### src/rtl/shift_sequencer.sv
// shift_sequencer: multi-cycle ARM data-processing shifter operand unit.
// Optional RRX for immediate-form ROR #0 is enabled by defining SHIFT_SEQ_RRX_EN.
module shift_sequencer #(
  parameter int STEP_LOG2 = 3
) (
  input  logic        clk,
  input  logic        rst_n,
  input  logic        start,
  input  logic        abort,
  input  logic [31:0] ir,
  input  logic [31:0] rm,
  input  logic [31:0] rs,
  input  logic        c_in,
  output logic        ready,
  output logic        busy,
  output logic        done,
  output logic [31:0] result,
  output logic        c_out
);

  typedef enum logic [1:0] {IDLE, SHIFT, DONE} state_t;
  typedef enum logic [1:0] {SH_LSL = 2'b00, SH_LSR = 2'b01, SH_ASR = 2'b10, SH_ROR = 2'b11} sh_t;

  localparam logic [5:0] STEP = 6'(1 << STEP_LOG2);

  state_t      state, state_d;
  logic [31:0] work, nxt_work;
  logic [5:0]  rem, step;
  sh_t         op_q;
  logic        rrx_q, cin_q;
  logic        accept, last, nxt_c;

  logic [31:0] dec_val;
  sh_t         dec_type;
  logic [7:0]  dec_amt;
  logic        dec_imm, dec_rrx, dec_wrap;
  logic [5:0]  dec_n;

  logic [31:0] fill;
  logic [32:0] lsl_t, rsh_t;

  logic unused_bits;
  assign unused_bits = ^{ir[31:28], ir[24:12], rs[31:8]};

  assign ready  = (state != SHIFT);
  assign busy   = (state == SHIFT);
  assign done   = (state == DONE);
  assign accept = start && (state != SHIFT);

  // Operation decode at accept: effective amount n, RRX and register-ROR wrap cases
  always_comb begin
    dec_val  = rm;
    dec_type = SH_LSL;
    dec_amt  = '0;
    dec_imm  = 1'b0;
    dec_n    = '0;
    dec_rrx  = 1'b0;
    dec_wrap = 1'b0;
    if (ir[27:25] == 3'b000) begin
      dec_type = sh_t'(ir[6:5]);
      dec_imm  = ~ir[4];
      dec_amt  = ir[4] ? rs[7:0] : {3'b000, ir[11:7]};
    end else if (ir[27:25] == 3'b001) begin
      dec_val  = {24'h0, ir[7:0]};
      dec_type = SH_ROR;
      dec_amt  = {3'b000, ir[11:8], 1'b0};
    end
    if (dec_type == SH_ROR) begin
      if (dec_imm && (dec_amt == '0)) begin
`ifdef SHIFT_SEQ_RRX_EN
        dec_n   = 6'd1;
        dec_rrx = 1'b1;
`else
        dec_n   = '0;
`endif
      end else begin
        dec_n    = {1'b0, dec_amt[4:0]};
        dec_wrap = (dec_amt != '0) && (dec_amt[4:0] == '0);
      end
    end else if (dec_imm && (dec_type != SH_LSL) && (dec_amt == '0)) begin
      dec_n = 6'd32;
    end else if (dec_amt > 8'd33) begin
      dec_n = 6'd33;
    end else begin
      dec_n = dec_amt[5:0];
    end
  end

  // One step of up to STEP bits; right shifts pull bits in from the fill word,
  // which makes LSR/ASR/ROR/RRX a single datapath.
  always_comb begin
    step = (rem > STEP) ? STEP : rem;
    last = (rem <= STEP);
    case (op_q)
      SH_ASR:  fill = {32{work[31]}};
      SH_ROR:  fill = rrx_q ? {31'b0, cin_q} : work;
      default: fill = '0;
    endcase
    lsl_t = {1'b0, work} << step;
    rsh_t = 33'({fill, work, 1'b0} >> step);
    if (op_q == SH_LSL) begin
      nxt_work = lsl_t[31:0];
      nxt_c    = lsl_t[32];
    end else begin
      nxt_work = rsh_t[32:1];
      nxt_c    = rsh_t[0];
    end
  end

  always_comb begin
    state_d = state;
    case (state)
      IDLE, DONE: begin
        if (start) state_d = ((dec_n == '0) || dec_wrap) ? DONE : SHIFT;
        else       state_d = IDLE;
      end
      SHIFT: begin
        if (abort)     state_d = IDLE;
        else if (last) state_d = DONE;
      end
      default: state_d = IDLE;
    endcase
  end

  always_ff @(posedge clk) begin
    if (!rst_n) state <= IDLE;
    else        state <= state_d;
  end

  always_ff @(posedge clk) begin
    if (!rst_n) begin
      result <= '0;
      c_out  <= 1'b0;
      work   <= '0;
      rem    <= '0;
      op_q   <= SH_LSL;
      rrx_q  <= 1'b0;
      cin_q  <= 1'b0;
    end else if (accept) begin
      work  <= dec_val;
      rem   <= dec_n;
      op_q  <= dec_type;
      rrx_q <= dec_rrx;
      cin_q <= c_in;
      if (dec_wrap) begin
        result <= dec_val;
        c_out  <= dec_val[31];
      end else if (dec_n == '0) begin
        result <= dec_val;
        c_out  <= c_in;
      end
    end else if ((state == SHIFT) && !abort) begin
      work <= nxt_work;
      rem  <= rem - step;
      if (last) begin
        result <= nxt_work;
        c_out  <= nxt_c;
      end
    end
  end

endmodule

### config.mk
export PLATFORM = sky130hd
export DESIGN_NAME = shift_sequencer
export DESIGN_NICKNAME = d
export VERILOG_FILES = /design/src/rtl/shift_sequencer.sv
export SDC_FILE = /design/constraint.sdc
export NUM_CORES = 1
export LEC_CHECK = 0
export ABC_AREA = 1
export ABC_CLOCK_PERIOD_IN_PS = 2500
export BUFFER_PORTS_ARGS = -buffer_cell sky130_fd_sc_hd__buf_2
export CORE_MARGIN = 1.5
export CORE_UTILIZATION = 55
export DETAILED_ROUTE_END_ITERATION = 6
export PLACE_DENSITY = 0.87
export REMOVE_ABC_BUFFERS = 1
export SETUP_SLACK_MARGIN = 0.3
export SYNTH_ARGS = -nofsm -noshare
export SYNTH_HDL_FRONTEND = slang
export SYNTH_SLANG_ARGS = --single-unit
### constraint.sdc
create_clock -name clk -period 2.5 [get_ports clk]
set_input_delay 0.25 -clock clk [delete_from_list [all_inputs] [get_ports clk]]
set_output_delay 0.25 -clock clk [all_outputs]
set_load 0.005 [all_outputs]
=== Yosys cells after proc, flatten, opt, wreduce, memory -nomap -nowiden ===
Index checks and enable logic that the tools add are counted.
W data, S select, Z words.

* Bitwise operators: 1
* Reductions and logical operators: 20
* Add/sub/neg operators: 1
* Mux-type cells: 37
* Eq/ne operators: 9
* $lt $le $gt $ge: 3
* Shift operators: 2

{| class="wikitable"
|+ Operators with widths
! operator !! count
|-
| $mux W32 || 10
|-
| $shr A65 B6 Y33 || 1
|-
| $pmux W32 S2 || 1
|-
| $mux W6 || 6
|-
| $shl A32 B6 Y33 || 1
|-
| $mux W8 || 2
|-
| $mux W2 || 6
|-
| $mux W5 || 2
|-
| $mux W1 || 9
|-
| $eq A2 B2 Y1 const B || 4
|-
| $gt A8 B6 Y1 const B || 1
|-
| $logic_not A8 Y1 || 1
|-
| $reduce_bool A8 Y1 || 1
|-
| $gt A6 B4 Y1 const B || 1
|-
| $le A6 B4 Y1 const B || 1
|-
| $logic_and A1 B1 Y1 || 6
|-
| $logic_not A6 Y1 || 1
|-
| $reduce_bool A2 Y1 || 3
|-
| $sub A6 B6 Y6 || 1
|-
| $logic_not A5 Y1 || 1
|-
| $logic_not A2 Y1 || 2
|-
| $pmux W2 S2 || 1
|-
| $eq A3 B1 Y1 const B || 1
|-
| $logic_not A3 Y1 || 1
|-
| other kinds (9) || 9
|}

* Output and inout port bits: 36
* Bits of input ports: 101
* Register bits after elaboration: 75
* Logic and storage cells: 79

=== Longest topological paths before layout ===
Gate-level depths: netlist (run 1).

* Word-level depth: 13
* Mapped depth: 20
* Mapped depth without buffers: 18

=== Least setup slack after synthesis (run 1) ===
Ideal clock, no wire load.

* Kind: input -> register
* From: input port ir[4]
* To: register result[18]
* Slack: 0.613 ns
* Path buffers: 3
* Library setup time: 0.115 ns
* Data required time: 2.385 ns
* Stages on the path: 20
* Arrival time: 1.772 ns
* Path through: buf_4 > inv_2 > nand2_1 > nand2_1 > nand2_1 > nand2_1 > nor2_2 > nand2_1 > nand2_1 > nand2_2 > nand2_4 > o211ai_1 > nor2_2 > nand2_1 > nand2_2 > buf_6 > buf_6 > nand3_1 > nand2_1 > nor2_1

* Word-level cells in the longest chain between the ends: 9
* Elaborated cells on any way between the ends: 23
* Those cells by class: order compare (1); eq/ne (1); mux (11); bitwise (1); reduce/logical (9)

{| class="wikitable"
|+ RTL lines
! item !! line !! text
|-
| from (decl) || 10 || <nowiki>input logic [31:0] ir,</nowiki>
|-
| $mux W8 or $not A1 Y1 (tied branches) || 62, 61 ||
|-
| $mux W8 or $mux W1 (tied branches) || 59 || <nowiki>if (ir[27:25] == 3'b000) begin</nowiki>
|-
| $gt A8 B6 Y1 (tied with other cells) || 82 || <nowiki>end else if (dec_amt > 8'd33) begin</nowiki>
|-
| $mux W6 (tied with other cells) || 82 ||
|-
| $mux W6 or $mux W5 (tied branches) || 80, 69 ||
|-
| $mux W6 || 68 || <nowiki>if (dec_type == SH_ROR) begin</nowiki>
|-
| $logic_not A6 Y1 || 148 || <nowiki>end else if (dec_n == '0) begin</nowiki>
|-
| $ne A3 B1 Y1 (no source line) || n/a ||
|-
| $reduce_and A3 Y1 (no source line) || n/a ||
|-
| to (signal assigned) || 146 || <nowiki>result <= dec_val;</nowiki>
|-
| to (signal assigned) || 149 || <nowiki>result <= dec_val;</nowiki>
|-
| to (signal assigned) || 156 || <nowiki>result <= nxt_work;</nowiki>
|-
| to (decl) || 17 || <nowiki>output logic [31:0] result,</nowiki>
|}

Parallel ways exist; a longest one is shown, timed or not.
A chain may end at the register's enable or synchronous reset.

=== Final worst setup path (run 1) ===
* From: register rem[5]
* To: register result[22]

* Word-level cells in the longest chain between the ends: 7
* Elaborated cells on any way between the ends: 11
* Those cells by class: order compare (2); shift (2); mux (5); reduce/logical (2)

{| class="wikitable"
|+ RTL lines
! item !! line !! text
|-
| from (decl) || 28 || <nowiki>logic [5:0] rem, step;</nowiki>
|-
| from (signal assigned) || 141 || <nowiki>rem <= dec_n;</nowiki>
|-
| from (signal assigned) || 154 || <nowiki>rem <= rem - step;</nowiki>
|-
| $gt A6 B4 Y1 || 92 || <nowiki>step = (rem > STEP) ? STEP : rem;</nowiki>
|-
| $mux W6 || 92 ||
|-
| $shr A65 B6 Y33 or $shl A32 B6 Y33 (tied branches) || 100, 99 ||
|-
| $mux W32 || 101 || <nowiki>if (op_q == SH_LSL) begin</nowiki>
|-
| $mux W32 || 155 || <nowiki>if (last) begin</nowiki>
|-
| $mux W32 || 152 || <nowiki>end else if ((state == SHIFT) && !abort) begin</nowiki>
|-
| $mux W32 || 139 || <nowiki>end else if (accept) begin</nowiki>
|}

Parallel ways exist; a longest one is shown, timed or not. The select of a mux whose other input is x is not followed.

==> summary.md, run 1 <==
| Metric | Value |
|---|---|
| Worst-margin pin slew | 0.602 ns |
| CTS clock-pin slew for the worst setup and hold paths | 0.06 ns |
| Fin. max-slew vios | 0 |
| Final hold viol count | 0 |
| Kind of cell adding the most delay to the critical path | simple AND/OR/NAND/NOR gates |
| Register Area | 1510 um^2 |
| Die footprint | 14,100 um^2 |
| Die Ht | 119 um |
| DR DRC count | 3 |
| Pwr/cell area | 586 nW/um^2 |
| CP max FO | 6 |
| Max Clock Freq | 449 MHz |
| Vias in the first global route | 8,764 |
| Final Cell Area | 9320 um^2 |
| Wl on met1 | 11,300 um |
| PnR worst setup slack | 0.270 ns |
| Top cells by area, synth | nand2_1 28%, dfxtp_1 20%, nand3_1 18% |
| CTS H-tree lvls | 3 |
| IO Pins | 137 |
| Worst setup path class | flop to flop |
| Vias per Instance | 6.21 |
| Multi-input logic area | 5550 um^2 |
| CTS root buffer | clkbuf_16 |
| WL met2 | 13,000 um |
| WL per Instance | 17.9 um |
| Clock Tree Buf Depth | 2 |
| Min Tclk post-route | 2.23 ns |
| Most common cell in the netlist | nand2_1 |
| CP dominant cell by count | nand2_1 |
| Global-route wire length before repair | 43,500 um |
| Rows | 42 |
| Top FF cell, synth | dfxtp_1 |
| VDD IR-drop max | 0.000482 V |
| Tcrit/Tclk final | 89.2% |
| Final wirelength | 29,600 um |
| Worst-path cell chain | nor2_4, nand2_4, nor2_4, buf_12, clkbuf_16, nand2_1, and2_4, or2_4, nand3_2, a21oi_1, o21ai_1, nand2_1, nand3_1, nand2_1, nor2_1 |
| Clock sinks | 75 |
| Highest routed metal layer | met4 |
| Core ar. | 13,100 um^2 |
| Pin count of the biggest net entering global routing | 56 |
| Violated checks | DRC |
| Dpl cell area | 8040 um^2 |
| Post-route ant nets | 0 |
| Fill count | 1,173 |
| Initial antenna violation count | 0 |
| Worst Path Buf+Inv | 2 |
| Clock skew | 0.00723 ns |
| Worst Path Required | 2.79 ns |
| Cts hold-fix bufs | 0 |
| Hpwl dp | 18,800 um |
| Clock Latency Late Sink | 0.35 ns |
| Fraction of layout cells with a size suffix above 1 | 21.5% |
| Overflow after GRT | 0 |
| Iteration count of the initial detailed-routing pass | 7 |
| Most frequent cells after synthesis | 544 x nand2_1, 259 x nand3_1, 101 x o21ai_0, 90 x a21oi_1, 87 x nor2_1 |
| Max-Cap Viols | 0 |
| Iter 0 DRT Violations | 1,262 |
| Tot GR Track Use | 38.3% |
| Hold crit path type | input pin to flop |
| Netlist cell types | 32 |
| Num CTS Buffers | 9 |
| Vias | 10.3k |
| Nets | 1,576 |
| Startpoint types | flop |
| Avg Cell Area, Syn | 5.24 um^2 |
| Mapped cell area | 7350 um^2 |
| Post-synth ARST share | 0% |
| Setup-failing EPs final | 0 |
| Layout area overhead | 26.8% |
| Max stage delay on crit path | 0.33 ns |
| Arrival @ worst endpoint | 2.52 ns |
| Post-Place Cells | 1,613 |
| CP endpoint kind | flop |
| Slew HR | 59.9% |
| Register area share after synthesis | 20.4% |
| Synth area leader | nand2_1 |
| Slowest CP cell | dfxtp_2 |
| Setup_tns | 0 ns |
| Synth top area share | 27.8% |
| Post-synth EDFFs | 0 |
| Mapped Cells | 1,403 |
| Met3 Routed Length | 3760 um |
| CTS tree | done |
| Placer Congestion | 0.989 |
| ANT cells | 0 |
| Chip Width | 119 um |
| Yosys warnings | 0 |
| Yosys reg bits | 75 |
| RSZ-0062 raised after global routing | true |
| Initial core utilization | 56.0% |
| Leak pwr | 4.61 nW |
| Cell Count, Final, Fillers Out | 1,655 |
| Port bufs | 95 |
| Status | complete, but fails checks |
| DP Worst Slack | 0.124 ns |
[worst register-to-register path, cell delays in order, from the launching register on]
cell,delay [ns]
dfxtp_2,0.33
nor2_4,0.15
nand2_4,0.09
nor2_4,0.14
buf_12,0.15
clkbuf_16,0.16
nand2_1,0.05
and2_4,0.15
or2_4,0.24
nand3_2,0.07
a21oi_1,0.10
o21ai_1,0.19
nand2_1,0.10
nand3_1,0.08
nand2_1,0.05
nor2_1,0.11
[metal layers]
metal	vias up	track usage [%]
li1	4749	-
met1	4621	50.7
met2	743	60.4
met3	162	7.19
met4	0	17.7
met5	-	0
[metrics by stage]
| step | power, mW | hold WS [ns] | utilization (%) |
|---|---|---|---|
| after floorplan | 2.82 | 0.370 | - |
| after global placement | 3.53 | 0.456 | 61.2 |
| after detailed placement | 3.57 | 0.463 | 61.2 |
| after CTS | 5.16 | 0.189 | 65.4 |
| after global routing | 5.76 | 0.212 | 71.0 |
| final | 5.46 | 0.200 | 71.0 |
[final timing paths]
| check | start | depth (start not counted) | endpoint | slack (ns) |
|---|---|---|---|---|
| worst min register to register | result[30]$_SDFFE_PN0P_ | 2 | result[30]$_SDFFE_PN0P_ | 0.47 |
| worst max-delay path | rem[5]$_SDFFE_PN0P_ | 15 | result[22]$_SDFFE_PN0P_ | 0.27 |
| worst max register to register | rem[5]$_SDFFE_PN0P_ | 15 | result[22]$_SDFFE_PN0P_ | 0.27 |
| worst min-delay path | start | 3 | state[0]$_SDFFE_PN0P_ | 0.20 |
[state kept, by name (all words and copies together), names as in the netlist]
register,flops
result,32
op_q,2
rem,6
work,32
state,2
c_out,1
[cell usage in the layout, fill, tap and decap left out, drive strengths merged, types with 3 or more instances in the layout]
master and instances:
o211ai 13, dfxtp 75, bufinv 3, or2 3
nand4 4, a31oi 3, o21ai 117, a21oi 90
nand3b 6, inv 73, nor2 96, buf 152
clkbuf 20, nand3 260, nand2 552
[repair_timing]
item                       CTS  global route
pin swaps                    2            31
cloned                       4            10
setup buffers                4             8
setup endpoints to repair   34            68
gates resized for setup     34           153
[where the power goes]
part	leakage, nW	total, mW	internal [mW]	switching, mW
clock	0.163	1.55	1.00	0.544
sequential	0.624	1.48	1.35	0.132
combinational	3.82	2.44	0.860	1.58
total	4.61	5.46	3.21	2.25
[logic make-up after synthesis]
group | count (synthesis) | share of synthesized area [%]
AND/OR/NAND/NOR | 923 | 52.9
AO/OA/AOI/OAI | 227 | 16.2
buffers and inverters | 175 | 10.2
flip-flops | 75 | 20.4
XOR/XNOR | 1 | 0.119
adder cells (fa/ha/maj) | 1 | 0.170
other | 1 | 0.0510
[final cells by class]
type / count / share of cell area, %
Clock buffer: 12 / 2.64
Clock inverter: 4 / 1.05
Inverter: 75 / 3.05
Multi-Input combinational cell: 1153 / 59.6
Sequential cell: 75 / 16.2
Tap cell: 176 / 2.36
Timing Repair Buffer: 160 / 15.1
No activity file was read; power rests on OpenSTA's default activity.
==> inputs of run 2 (changes only) <==
--- a/config.mk
+++ b/config.mk
@@ -13,7 +13,6 @@
 export DETAILED_ROUTE_END_ITERATION = 6
 export PLACE_DENSITY = 0.87
 export REMOVE_ABC_BUFFERS = 1
-export SETUP_SLACK_MARGIN = 0.3
 export SYNTH_ARGS = -nofsm -noshare
 export SYNTH_HDL_FRONTEND = slang
 export SYNTH_SLANG_ARGS = --single-unit
==> run 2 against run 1 <==
- non-clock buffer count decreased by 25
- sequential cell count did not move
- critical endpoint is now c_out$_SDFFE_PN0P_
- largest cell class unchanged
- the flow still finishes with violations (DRC)
- first-iteration DRC count fell by 0.24%
==> summary.md, run 2 (same netlist as run 1, synthesis figures left out) <==
| Metric | Value |
|---|---|
| Worst-margin pin slew | 0.585 ns |
| Overall power | 5.17 mW |
| CTS clock-pin slew for the worst setup and hold paths | 0.06 ns |
| DR DRC count | 2 |
| WL per Instance | 16.0 um |
| Iter 0 DRT Violations | 1,259 |
| Final Cell Area | 8430 um^2 |
| Worst Path Buf+Inv | 3 |
| Clock Latency Late Sink | 0.35 ns |
| CP max FO | 33 |
| Chip Width | 119 um |
| Worst hold path endpoint | state[0]$_SDFFE_PN0P_ |
| Highest routed metal layer | met4 |
| Placer Congestion | 0.989 |
| Wl on met1 | 11,000 um |
| Minimum hold slack | 0.201 ns |
| Pin count of the biggest net entering global routing | 67 |
| Overflow after GRT | 0 |
| Num CTS Buffers | 9 |
| Fin. max-slew vios | 0 |
| Vias in the first global route | 8,605 |
| Setup_tns | 0 ns |
| Layout area overhead | 14.7% |
| Kind of cell adding the most delay to the critical path | simple AND/OR/NAND/NOR gates |
| Port bufs | 95 |
| Worst setup path class | flop to flop |
| Max stage delay on crit path | 0.34 ns |
| Hold_sp | start |
| Cts hold-fix bufs | 0 |
| Most frequent cells in the layout | 542 x nand2_1, 258 x nand3_1, 95 x buf_2 |
| Global-route wire length before repair | 42,000 um |
| IO Pins | 137 |
| CP dominant cell by count | nand2_1 |
| Clock skew | 0.00836 ns |
| Post-CTS Resized | 0 |
| Min Tclk post-route | 2.34 ns |
| Vias per Instance | 5.93 |
| Tot GR Track Use | 36.7% |
| Final hold viol count | 0 |
| Pwr/cell area | 613 nW/um^2 |
| ANT cells | 0 |
| Met3 Routed Length | 2370 um |
| WP depth | 17 |
| Die Ht | 119 um |
| Startpoint types | flop |
| Cell Count, Final, Fillers Out | 1,630 |
| Clock sinks | 75 |
| RR Startpoint | rem[4]$_SDFFE_PN0P_ |
| PnR worst setup slack | 0.163 ns |
| Nets | 1,551 |
| Worst-path cell chain | nor2_4, nand2_2, inv_2, nand2_2, clkbuf_16, nand2_1, o21ai_0, nand2_1, nand3_1, nand3_1, nand2_1, inv_1, nand2_1, a21oi_1, nand3_1, nand2_1, nor2_1 |
| Worst Path Required | 2.74 ns |
| Arrival @ worst endpoint | 2.57 ns |
| CP endpoint kind | flop |
| Setup Buffers After CTS | 0 |
| Status | complete, but fails checks |
| WL met2 | 11,700 um |
| Fin util | 64.2% |
| Most common cell after layout, fill and taps aside | nand2_1 |
| DP Worst Slack | 0.124 ns |
| VDD IR-drop max | 0.000477 V |
| Dpl cell area | 8040 um^2 |
| Iteration count of the initial detailed-routing pass | 7 |
| Max-Cap Viols | 0 |
| Initial core utilization | 56.0% |
| Clock Tree Buf Depth | 2 |
| Max Clock Freq | 428 MHz |
| RSZ-0062 raised after global routing | true |
| Register Area | 1500 um^2 |
| Leak pwr | 4.27 nW |
| Slew HR | 61.0% |
| CTS H-tree lvls | 3 |
| Setup-failing EPs final | 0 |
| Rows | 42 |
| Core ar. | 13,100 um^2 |
| R2R depth | 17 |
| Worst reg-to-reg setup slack | 0.16 ns |
| Vias | 9,665 |
| Post-Place Cells | 1,613 |
| Hold Crit Depth | 3 |
| Largest regs | result (32), work (32), rem (6) |
| Post-route ant nets | 0 |
| Hpwl dp | 18,800 um |
| CTS tree | done |
| Hold crit path type | input pin to flop |
| Initial antenna violation count | 0 |
| R2R Path End | c_out$_SDFFE_PN0P_ |
| Fill count | 1,322 |
| Tcrit/Tclk final | 93.5% |
| Final wirelength | 26,100 um |
| Multi-input logic area | 5140 um^2 |
| Violated checks | DRC |
| Die footprint | 14,100 um^2 |
| CTS root buffer | clkbuf_16 |
| Slowest CP cell | dfxtp_1 |
| Fraction of layout cells with a size suffix above 1 | 12.4% |
-- run 2: changes by cell type in the layout (fill, tap and decap cells not counted), sizes merged --
cell	delta
buf	-18
clkbuf	-7
-- run 2: how the worst max path moves through the flow --
stage	start	end	slack (ns)
2_1_floorplan	rem[4]$_SDFFE_PN0P_	result[4]$_SDFFE_PN0P_	-1.46
3_3_place_gp	rem[4]$_SDFFE_PN0P_	result[7]$_SDFFE_PN0P_	0.15
3_5_place_dp	rem[4]$_SDFFE_PN0P_	result[7]$_SDFFE_PN0P_	0.12
4_1_cts	rem[4]$_SDFFE_PN0P_	result[7]$_SDFFE_PN0P_	0.09
5_1_grt	rem[4]$_SDFFE_PN0P_	result[7]$_SDFFE_PN0P_	-0.03
6_report	rem[4]$_SDFFE_PN0P_	c_out$_SDFFE_PN0P_	0.16
-- run 2: layout make-up --
cell class,instances,share of cell area (%)
clock buffers,12,2.92
well taps,176,2.61
clock inverters,4,1.16
repair buffers,135,11.2
inverters,75,3.34
flip-flops and latches,75,17.8
multi-input cells,1153,61.0
-- run 2: worst min-delay path: stages --
cell,delay [ns]
buf_2,0.11
nand3_1,0.07
a21oi_1,0.06
-- run 2: power breakdown --
group	switching (mW)	internal, mW
clock network	0.543	1.00
registers	0.123	1.35
logic	1.41	0.740
-- run 2: metal layers --
metal	GRT usage, %	vias to the layer above
li1	-	4688
met1	48.9	4368
met2	58.7	515
met3	5.84	94
met4	16.3	0
met5	0	-
==> inputs of run 3 (changes only) <==
--- a/config.mk
+++ b/config.mk
@@ -11,7 +11,7 @@
 export CORE_MARGIN = 1.5
 export CORE_UTILIZATION = 55
 export DETAILED_ROUTE_END_ITERATION = 6
-export PLACE_DENSITY = 0.87
+export PLACE_DENSITY_LB_ADDON = 0.12
 export REMOVE_ABC_BUFFERS = 1
 export SYNTH_ARGS = -nofsm -noshare
 export SYNTH_HDL_FRONTEND = slang
==> run 3 against run 2 <==
- critical path type unchanged
- largest cell class unchanged
- sequential share of layout area fell by 0.16 points
- global-route usage rose by 2.0 points
- the run now ends clean
- non-clock buffer count rose by 6
==> summary.md, run 3 (same netlist as run 1, synthesis figures left out) <==
| Metric | Value |
|---|---|
| Clock skew | 0.00996 ns |
| Slowest CP cell | dfxtp_1 |
| Largest regs | result (32), work (32), rem (6) |
| Min Tclk post-route | 2.31 ns |
| Max stage delay on crit path | 0.34 ns |
| Core ar. | 13,100 um^2 |
| Clock Tree Buf Depth | 2 |
| WL per Instance | 16.7 um |
| CTS tree | done |
| Max Clock Freq | 433 MHz |
| CTS clock-pin slew for the worst setup and hold paths | 0.06 ns |
| Num CTS Buffers | 9 |
| IO Pins | 137 |
| Die footprint | 14,100 um^2 |
| Pin count of the biggest net entering global routing | 67 |
| Layout area overhead | 15.8% |
| Leak pwr | 4.33 nW |
| Placer Congestion | 0.968 |
| ANT cells | 0 |
| Hold crit path type | input pin to flop |
| Global-route wire length before repair | 44,100 um |
| Tot GR Track Use | 38.7% |
| Clock sinks | 75 |
| Overflow after GRT | 0 |
| Nets | 1,557 |
| DP Worst Slack | 0.159 ns |
| CTS root buffer | clkbuf_16 |
| Worst Path Required | 2.74 ns |
| Most frequent cells in the layout | 543 x nand2_1, 257 x nand3_1, 95 x buf_2 |
| Initial antenna violation count | 0 |
| DR DRC count | 0 |
| Iter 0 DRT Violations | 1,125 |
| Fin util | 64.8% |
| Vias per Instance | 5.90 |
| Fill count | 1,364 |
| Clock Latency Late Sink | 0.35 ns |
| Vias | 9,659 |
| Hpwl dp | 19,500 um |
| RSZ-0062 raised after global routing | false |
| Worst-path cell chain | nor2_4, nand2_1, inv_2, nand2_4, buf_12, nand2_1, o21ai_0, nand2_1, nand3_1, nand2_1, nand2_1, nand2_1, nor2_1, o21ai_1, nand3_1, nand2_1, nor2_1 |
| CP endpoint kind | flop |
| Vias in the first global route | 8,930 |
| Fraction of layout cells with a size suffix above 1 | 13.2% |
| Chip Width | 119 um |
| Arrival @ worst endpoint | 2.55 ns |
| Final hold viol count | 0 |
| Iteration count of the initial detailed-routing pass | 7 |
| Port bufs | 95 |
| Max-Cap Viols | 0 |
| Fin. max-slew vios | 0 |
| CTS H-tree lvls | 3 |
| PnR worst setup slack | 0.191 ns |
| Rows | 42 |
| Startpoint types | flop |
| Worst setup path class | flop to flop |
| VDD IR-drop max | 0.000372 V |
| Final Cell Area | 8510 um^2 |
| Setup-failing EPs final | 0 |
| Initial core utilization | 56.0% |
| Final wirelength | 27,300 um |
| Die Ht | 119 um |
| CP dominant cell by count | nand2_1 |
| Tcrit/Tclk final | 92.4% |
| CP max FO | 35 |
| Dpl cell area | 8120 um^2 |
| Multi-input logic area | 5160 um^2 |
| Status | completed |
| Post-route ant nets | 0 |
| Pwr/cell area | 591 nW/um^2 |
| Most common cell after layout, fill and taps aside | nand2_1 |
| Register Area | 1500 um^2 |
run 3: final timing paths:
kind | to | slack, ns | depth (start not counted) | startpoint
worst max-delay path | result[2]$_SDFFE_PN0P_ | 0.19 | 17 | rem[4]$_SDFFE_PN0P_
worst min register to register | result[18]$_SDFFE_PN0P_ | 0.48 | 2 | result[18]$_SDFFE_PN0P_
worst min-delay path | state[0]$_SDFFE_PN0P_ | 0.21 | 3 | start
worst max register to register | result[2]$_SDFFE_PN0P_ | 0.19 | 17 | rem[4]$_SDFFE_PN0P_
run 3: metrics by stage:
stage               TNS, ns  cells  hold slack, ns  total power [mW]
detailed placement        0   1617           0.467              3.61
finish                    0   1636           0.209              5.03
floorplan            -87.85   1303           0.370              2.82
CTS                       0   1633           0.201              4.96
global route              0   1636           0.216              5.35
global placement          0   1617           0.454              3.59
run 3: timing repair:
item                                    4_1_cts  5_1_grt
resized for setup                             0       20
hold buffers                                  0        0
endpoints found under the setup margin        0       32
setup buffers                                 0        1
run 3: metal layers:
metal  GRT usage [%]  routed length, um  vias up
li1                -                  -     4707
met1            52.2              11800     4366
met2            61.6              12300      512
met3            6.66               2470       74
met4            15.1                793        0
met5               0                  0        -
run 3: layout make-up:
| cell class | count | area share [%] |
|---|---|---|
| inverters | 75 | 3.31 |
| well taps | 176 | 2.59 |
| flip-flops and latches | 75 | 17.7 |
| clock buffers | 10 | 2.81 |
| multi-input cells | 1153 | 60.6 |
| clock inverters | 6 | 0.735 |
| repair buffers | 141 | 12.3 |
run 3: worst max-delay path, delay by kind of cell (launching register included):
| kind | cells | cell delay (ns) |
|---|---|---|
| DFF | 1 | 0.34 |
| buffers and inverters | 2 | 0.30 |
| and+or+nand+nor | 13 | 1.16 |
| AOI/OAI and AO/OA | 2 | 0.39 |
run 3: power by group:
group	internal, mW	total (mW)	switching (mW)	leakage, nW
Clock	0.800	1.35	0.554	0.153
Sequential	1.35	1.48	0.133	0.622
Combinational	0.767	2.20	1.43	3.56
Total	2.91	5.03	2.12	4.33
